File: src/rtl/rf_write_arbiter_pkg.sv
// Shared register-file constants and writeback requester indices for the write-port arbiter.
package rf_write_arbiter_pkg;

    localparam int RF_ADDR_W  = 5;
    localparam int RF_DATA_W  = 32;
    localparam int RF_NUM_REQ = 4;

    localparam int REQ_ALU0 = 0;
    localparam int REQ_ALU1 = 1;
    localparam int REQ_MUL  = 2;
    localparam int REQ_LDST = 3;

    typedef logic [RF_ADDR_W-1:0] rf_addr_t;
    typedef logic [RF_DATA_W-1:0] rf_data_t;

endpackage

File: src/rtl/rf_write_arbiter_pick2.sv
// Combinational round-robin picker: first eligible requester from ptr_i takes slot A,
// next eligible one with a different address takes slot B.
module rr_pick2 #(
    parameter int NUM_REQ = 4,
    parameter int ADDR_W  = 5,
    parameter int PTR_W   = $clog2(NUM_REQ)
) (
    input  logic [NUM_REQ-1:0]        elig_i,
    input  logic [NUM_REQ*ADDR_W-1:0] addr_i,
    input  logic [PTR_W-1:0]          ptr_i,
    output logic                      a_vld_o,
    output logic [PTR_W-1:0]          a_idx_o,
    output logic                      b_vld_o,
    output logic [PTR_W-1:0]          b_idx_o
);

    localparam logic [PTR_W:0] NREQ = (PTR_W+1)'(NUM_REQ);

    logic [ADDR_W-1:0] addr_arr [NUM_REQ];
    logic [ADDR_W-1:0] a_addr;
    logic [PTR_W:0]    sum;
    logic [PTR_W-1:0]  idx;

    for (genvar g = 0; g < NUM_REQ; g++) begin : g_unpack
        assign addr_arr[g] = addr_i[g*ADDR_W +: ADDR_W];
    end

    always_comb begin
        a_vld_o = 1'b0;
        a_idx_o = '0;
        b_vld_o = 1'b0;
        b_idx_o = '0;
        a_addr  = '0;
        sum     = '0;
        idx     = '0;
        for (int k = 0; k < NUM_REQ; k++) begin
            sum = {1'b0, ptr_i} + (PTR_W+1)'(k);
            if (sum >= NREQ) sum = sum - NREQ;
            idx = sum[PTR_W-1:0];
            if (elig_i[idx]) begin
                if (!a_vld_o) begin
                    a_vld_o = 1'b1;
                    a_idx_o = idx;
                    a_addr  = addr_arr[idx];
                end else if (!b_vld_o && addr_arr[idx] != a_addr) begin
                    // same-address losers stay pending and retry next cycle
                    b_vld_o = 1'b1;
                    b_idx_o = idx;
                end
            end
        end
    end

endmodule

File: src/rtl/rf_write_arbiter.sv
// Round-robin arbiter sharing the two register-file write ports among NUM_REQ writeback sources.
// Optional stall counter output under RF_WR_ARB_STATS_EN.
module rf_write_arbiter
    import rf_write_arbiter_pkg::*;
#(
    parameter int NUM_REQ = RF_NUM_REQ,
    parameter int ADDR_W  = RF_ADDR_W,
    parameter int DATA_W  = RF_DATA_W
) (
    input  logic                      clk_i,
    input  logic                      reset_i,
    input  logic                      hold_i,
    input  logic [NUM_REQ-1:0]        req_valid_i,
    input  logic [NUM_REQ*ADDR_W-1:0] req_addr_i,
    input  logic [NUM_REQ*DATA_W-1:0] req_data_i,
    output logic [NUM_REQ-1:0]        req_ready_o,
`ifdef RF_WR_ARB_STATS_EN
    output logic [31:0]               stall_cnt_o,
`endif
    output logic                      we1_o,
    output logic                      we2_o,
    output logic [ADDR_W-1:0]         waddr1_o,
    output logic [ADDR_W-1:0]         waddr2_o,
    output logic [DATA_W-1:0]         wdata1_o,
    output logic [DATA_W-1:0]         wdata2_o
);

    localparam int PTR_W = $clog2(NUM_REQ);

    logic [ADDR_W-1:0] addr_arr [NUM_REQ];
    logic [DATA_W-1:0] data_arr [NUM_REQ];
    logic [NUM_REQ-1:0] nz_addr, elig;
    logic [PTR_W-1:0]   rr_ptr_q, rr_ptr_d;
    logic               a_vld, b_vld, grant_en, ga, gb;
    logic [PTR_W-1:0]   a_idx, b_idx;

    for (genvar g = 0; g < NUM_REQ; g++) begin : g_unpack
        assign addr_arr[g] = req_addr_i[g*ADDR_W +: ADDR_W];
        assign data_arr[g] = req_data_i[g*DATA_W +: DATA_W];
        assign nz_addr[g]  = (addr_arr[g] != '0);
    end

    assign elig     = req_valid_i & nz_addr;
    assign grant_en = ~reset_i & ~hold_i;
    assign ga       = a_vld & grant_en;
    assign gb       = b_vld & grant_en;

    rr_pick2 #(
        .NUM_REQ (NUM_REQ),
        .ADDR_W  (ADDR_W),
        .PTR_W   (PTR_W)
    ) u_pick (
        .elig_i  (elig),
        .addr_i  (req_addr_i),
        .ptr_i   (rr_ptr_q),
        .a_vld_o (a_vld),
        .a_idx_o (a_idx),
        .b_vld_o (b_vld),
        .b_idx_o (b_idx)
    );

    // Writes to r0 are swallowed here: accepted without using a port.
    always_comb begin
        req_ready_o = '0;
        for (int i = 0; i < NUM_REQ; i++) begin
            req_ready_o[i] = grant_en & req_valid_i[i] &
                             (~nz_addr[i] | (ga & (a_idx == PTR_W'(i))) |
                                            (gb & (b_idx == PTR_W'(i))));
        end
    end

    always_comb begin
        rr_ptr_d = rr_ptr_q;
        if (gb) begin
            rr_ptr_d = (b_idx == PTR_W'(NUM_REQ-1)) ? '0 : b_idx + 1'b1;
        end else if (ga) begin
            rr_ptr_d = (a_idx == PTR_W'(NUM_REQ-1)) ? '0 : a_idx + 1'b1;
        end
    end

    always_ff @(posedge clk_i) begin
        if (reset_i) begin
            rr_ptr_q <= '0;
            we1_o    <= 1'b0;
            we2_o    <= 1'b0;
            waddr1_o <= '0;
            waddr2_o <= '0;
            wdata1_o <= '0;
            wdata2_o <= '0;
        end else begin
            rr_ptr_q <= rr_ptr_d;
            we1_o    <= ga;
            we2_o    <= gb;
            if (ga) begin
                waddr1_o <= addr_arr[a_idx];
                wdata1_o <= data_arr[a_idx];
            end
            if (gb) begin
                waddr2_o <= addr_arr[b_idx];
                wdata2_o <= data_arr[b_idx];
            end
        end
    end

`ifdef RF_WR_ARB_STATS_EN
    logic [31:0] stall_cnt_q;

    always_ff @(posedge clk_i) begin
        if (reset_i) begin
            stall_cnt_q <= '0;
        end else if (|(req_valid_i & ~req_ready_o)) begin
            stall_cnt_q <= stall_cnt_q + 32'd1;
        end
    end

    assign stall_cnt_o = stall_cnt_q;
`endif

endmodule

File: config.mk
export PLATFORM = sky130hd
export DESIGN_NAME = rf_write_arbiter
export DESIGN_NICKNAME = d
export VERILOG_FILES = /design/src/rtl/rf_write_arbiter_pkg.sv /design/src/rtl/rf_write_arbiter_pick2.sv /design/src/rtl/rf_write_arbiter.sv
export SDC_FILE = /design/constraint.sdc
export NUM_CORES = 1
export LEC_CHECK = 0
export CAP_MARGIN = 20
export CORE_ASPECT_RATIO = 0.75
export CORE_UTILIZATION = 35
export DETAILED_ROUTE_END_ITERATION = 8
export PLACE_DENSITY = 0.69
export SETUP_SLACK_MARGIN = 0.4
export SLEW_MARGIN = 25
export SYNTH_ARGS = -nofsm -noshare
export SYNTH_HDL_FRONTEND = slang
export SYNTH_HIERARCHICAL = 1
export SYNTH_SLANG_ARGS = --single-unit
File: constraint.sdc
create_clock -name clk_i -period 10.5 [get_ports clk_i]
set_input_delay 2.1 -clock clk_i [delete_from_list [all_inputs] [get_ports clk_i]]
set_output_delay 2.1 -clock clk_i [all_outputs]
set_load 0.02 [all_outputs]
==> flow_summary.ini <==
[status]
status = finished clean

[timing]
fin_crit_ns = 9.56
finalMaxSlewViolations = 0
unrepaired_setup_endpoints_after_global_routing = false
worst_pin_slew_ns = 0.788
setup-tns-final_ns = 0
final_min_period_over_clock_period = 0.910
hold_viol_final = 0
setup_viol = 0
timing.fmax_ghz = 0.105
timing.max_slew.rel_slack = 0.475
fin_skew_ns = 0.0119

[clock_network]
cts_buffers = 9
cts.sink_count = 78
cts_max_path_buffers = 2
ctsHtreeMaxLevel = 3
tritoncts = built
cts_hold_buffers = 0
path_clk_slew_ns = 0.05
postCtsResizedCells = 0
worstSkewPairLatency_ns = 0.33
postCtsSetupRepairBufs = 0
root_buffer = sky130_fd_sc_hd__clkbuf_16

[setup_path]
setup.worst_path.class = input pin to output port
r2r_setup_slack_ns = 5.37
reg2reg_to = wdata2_o[19]
reg2regPathDepth = 13
crit_path_end_kind = output port
critical_path.reg2reg.startpoint = rr_ptr_q[0]
wp_data_required_ns = 8.40
crit_path_start_kind = input pin
worst-path-max-fanout = 17
critPathArrivalTime_ns = 7.46

[placed_design]
total_instance_count_after_detailed_placement = 1109
hpwlAfterDp_mm = 15.5
routabilityCongestion = 0.893
detailed_place.area_sq_mm = 0.00885
numPortBuffers = 234

[synth]
synth-main-ff-cell = sky130_fd_sc_hd__dfxtp_1
synth-async-reset-ratio = 0
synth_fp_nets = 848
yosys_warnings = 6
syn-mean-instance-area_sq_um = 9.43
netlist_instances = 684
yosysUniqueCellTypes = 70
post_synth_instance_area_sq_mm = 0.00645
postSynthRegisterBits = 78
seq_area_frac_synth = 0.242
synth_enable_flop_cells = 0

[cells_and_area]
final_cell_mix = 234 x sky130_fd_sc_hd__clkdlybuf4s50_1, 175 x sky130_fd_sc_hd__mux2i_1, 76 x sky130_fd_sc_hd__dfxtp_1
stdcell_area_sq_mm = 0.00915
syn_to_final_growth_pct = 41.9
finalNonFillerCells = 1123
number_of_antenna_cells_inserted = 0
layout-drive-gt1-share = 0.0772
layout.cells.most_common = sky130_fd_sc_hd__clkdlybuf4s50_1
design.final.nets = 1042

[global_route]
grt.overflow.total = 0
grt_start_max_net_pins = 63
grt_pass1_vias = 5944
all_layer_global_routing_usage = 0.226
grt_first_pass_wirelength_mm = 33.8
antenna_found_initial = 0

[drt]
via_count = 6323
drc_errors = 0
drt-pass1-iter-count = 5
routed_wire_length_per_instance_um = 19.4
viasPerCell = 5.63
drt_wl_total_mm = 21.8
drt_first_iter_violations = 308
final_antenna_net_count = 0

[die]
row_count = 42
design.die.area_sq_mm = 0.0190
die_width_um = 159
initial_core_util = 0.362
ios = 235
core_sq_mm = 0.0178
die_height_um = 120

[run]
cap_violations = 0

[worst_hold_path]
min-delay-path-class = flop to flop
hold_end = wdata1_o[8]
hp-start = wdata1_o[8]
min_path_cells = 1

[power]
total_power_consumption_mw = 2.57
power_density_mw_per_mm2 = 281
worst_ir_drop_vdd_mv = 0.144
p_leak_nw = 4.12
-- flip-flops by register name, summed over array words and instances, names as in the netlist --
| register | flops |
|---|---|
| we2_o | 1 |
| waddr2_o | 5 |
| wdata2_o | 32 |
| rr_ptr_q | 2 |
| wdata1_o | 32 |
| we1_o | 1 |
| waddr1_o | 5 |
-- worst max-delay path, stage by stage --
cell                              delay [ns]
sky130_fd_sc_hd__clkdlybuf4s50_1        0.56
sky130_fd_sc_hd__or4_1                  0.63
sky130_fd_sc_hd__o21a_1                 0.40
sky130_fd_sc_hd__mux4_2                 0.69
sky130_fd_sc_hd__and2_4                 0.20
sky130_fd_sc_hd__or4_1                  0.52
sky130_fd_sc_hd__a22oi_1                0.18
sky130_fd_sc_hd__o2111ai_1              0.17
sky130_fd_sc_hd__o31ai_2                0.29
sky130_fd_sc_hd__o32a_1                 0.33
sky130_fd_sc_hd__inv_1                  0.11
sky130_fd_sc_hd__ha_1                   0.19
sky130_fd_sc_hd__a22oi_1                0.25
sky130_fd_sc_hd__o21ai_1                0.10
sky130_fd_sc_hd__and3_1                 0.19
sky130_fd_sc_hd__clkdlybuf4s50_1        0.54
-- routing by layer --
layer	GRT usage	vias to the layer above	routed length (um)
met5	0	-	0
met4	0.0394	0	201
met3	0.0798	15	2080
met2	0.352	261	9560
met1	0.302	3004	9910
li1	-	3043	-
-- worst max-delay path by stage --
stage / slack (ns) / from / depth (start not counted) / endpoint
floorplan: 2.14 / req_addr_i[2] / 19 / req_ready_o[2]
global placement: 1.05 / req_addr_i[10] / 16 / req_ready_o[1]
detailed placement: 1.02 / req_addr_i[11] / 16 / req_ready_o[1]
CTS: 1.01 / req_addr_i[11] / 16 / req_ready_o[1]
global route: 0.65 / req_addr_i[10] / 16 / req_ready_o[1]
finish: 0.94 / req_addr_i[15] / 16 / req_ready_o[1]
-- synth_stat cells (3+ instances only) --
cell / number / area (sq um)
sky130_fd_sc_hd__a21oi_1: 11 / 55.1
sky130_fd_sc_hd__mux2_2: 10 / 113
sky130_fd_sc_hd__nand2_1: 10 / 37.5
sky130_fd_sc_hd__a211o_1: 3 / 26.3
sky130_fd_sc_hd__o22ai_1: 74 / 463
sky130_fd_sc_hd__inv_1: 6 / 22.5
sky130_fd_sc_hd__mux4_2: 10 / 225
sky130_fd_sc_hd__xor2_1: 7 / 61.3
sky130_fd_sc_hd__a22oi_1: 5 / 37.5
sky130_fd_sc_hd__nor2_1: 19 / 71.3
sky130_fd_sc_hd__nand2b_1: 5 / 31.3
sky130_fd_sc_hd__and3_1: 6 / 37.5
sky130_fd_sc_hd__buf_6: 7 / 78.8
sky130_fd_sc_hd__nor2b_1: 4 / 25.0
sky130_fd_sc_hd__a211oi_1: 7 / 52.6
sky130_fd_sc_hd__clkbuf_1: 24 / 90.1
sky130_fd_sc_hd__a31oi_1: 5 / 31.3
sky130_fd_sc_hd__o21ai_1: 8 / 40.0
sky130_fd_sc_hd__buf_2: 21 / 105
sky130_fd_sc_hd__o21a_1: 7 / 52.6
sky130_fd_sc_hd__o211ai_1: 5 / 37.5
sky130_fd_sc_hd__xnor2_1: 7 / 61.3
sky130_fd_sc_hd__or4_1: 6 / 45.0
sky130_fd_sc_hd__a21o_1: 72 / 541
sky130_fd_sc_hd__ha_1: 9 / 113
sky130_fd_sc_hd__mux2i_1: 175 / 1750
sky130_fd_sc_hd__nor4b_1: 3 / 26.3
sky130_fd_sc_hd__nand3_1: 8 / 40.0
sky130_fd_sc_hd__dfxtp_1: 78 / 1560
sky130_fd_sc_hd__and2_1: 5 / 31.3
sky130_fd_sc_hd__buf_8: 6 / 90.1
sky130_fd_sc_hd__o21ai_0: 15 / 75.1
-- report_power, final --
part | internal [mW] | switching [mW] | leakage, nW
logic | 0.845 | 0.965 | 3.33
clock network | 0.206 | 0.123 | 0.148
registers | 0.388 | 0.0411 | 0.643
-- through the flow --
stage | hold WS (ns) | utilization | worst slack, ns
floorplan | 0.487 | - | 2.14
global placement | 0.431 | 0.497 | 1.05
detailed placement | 0.438 | 0.497 | 1.02
CTS | 0.452 | 0.514 | 1.01
global route | 0.460 | 0.514 | 0.655
finish | 0.447 | 0.514 | 0.943
-- kinds of logic after synthesis --
kind of cell	share of synthesized area
AOI/OAI and AO/OA	0.247
buffers and inverters	0.0634
muxes	0.324
and+or+nand+nor	0.0875
xor gates and xnor gates	0.0190
adders and majority gates	0.0175
DFF	0.242
-- final cells by class --
cell class	instances	area [sq um]
fill	1673	8660
inverter	8	30.0
clock inverter	4	73.8
multi-input combinational	537	4540
timing repair buffer	244	2420
clock buffer	10	229
tap	242	303
sequential	78	1560
Note: power is estimated with default switching activity, not from simulation.
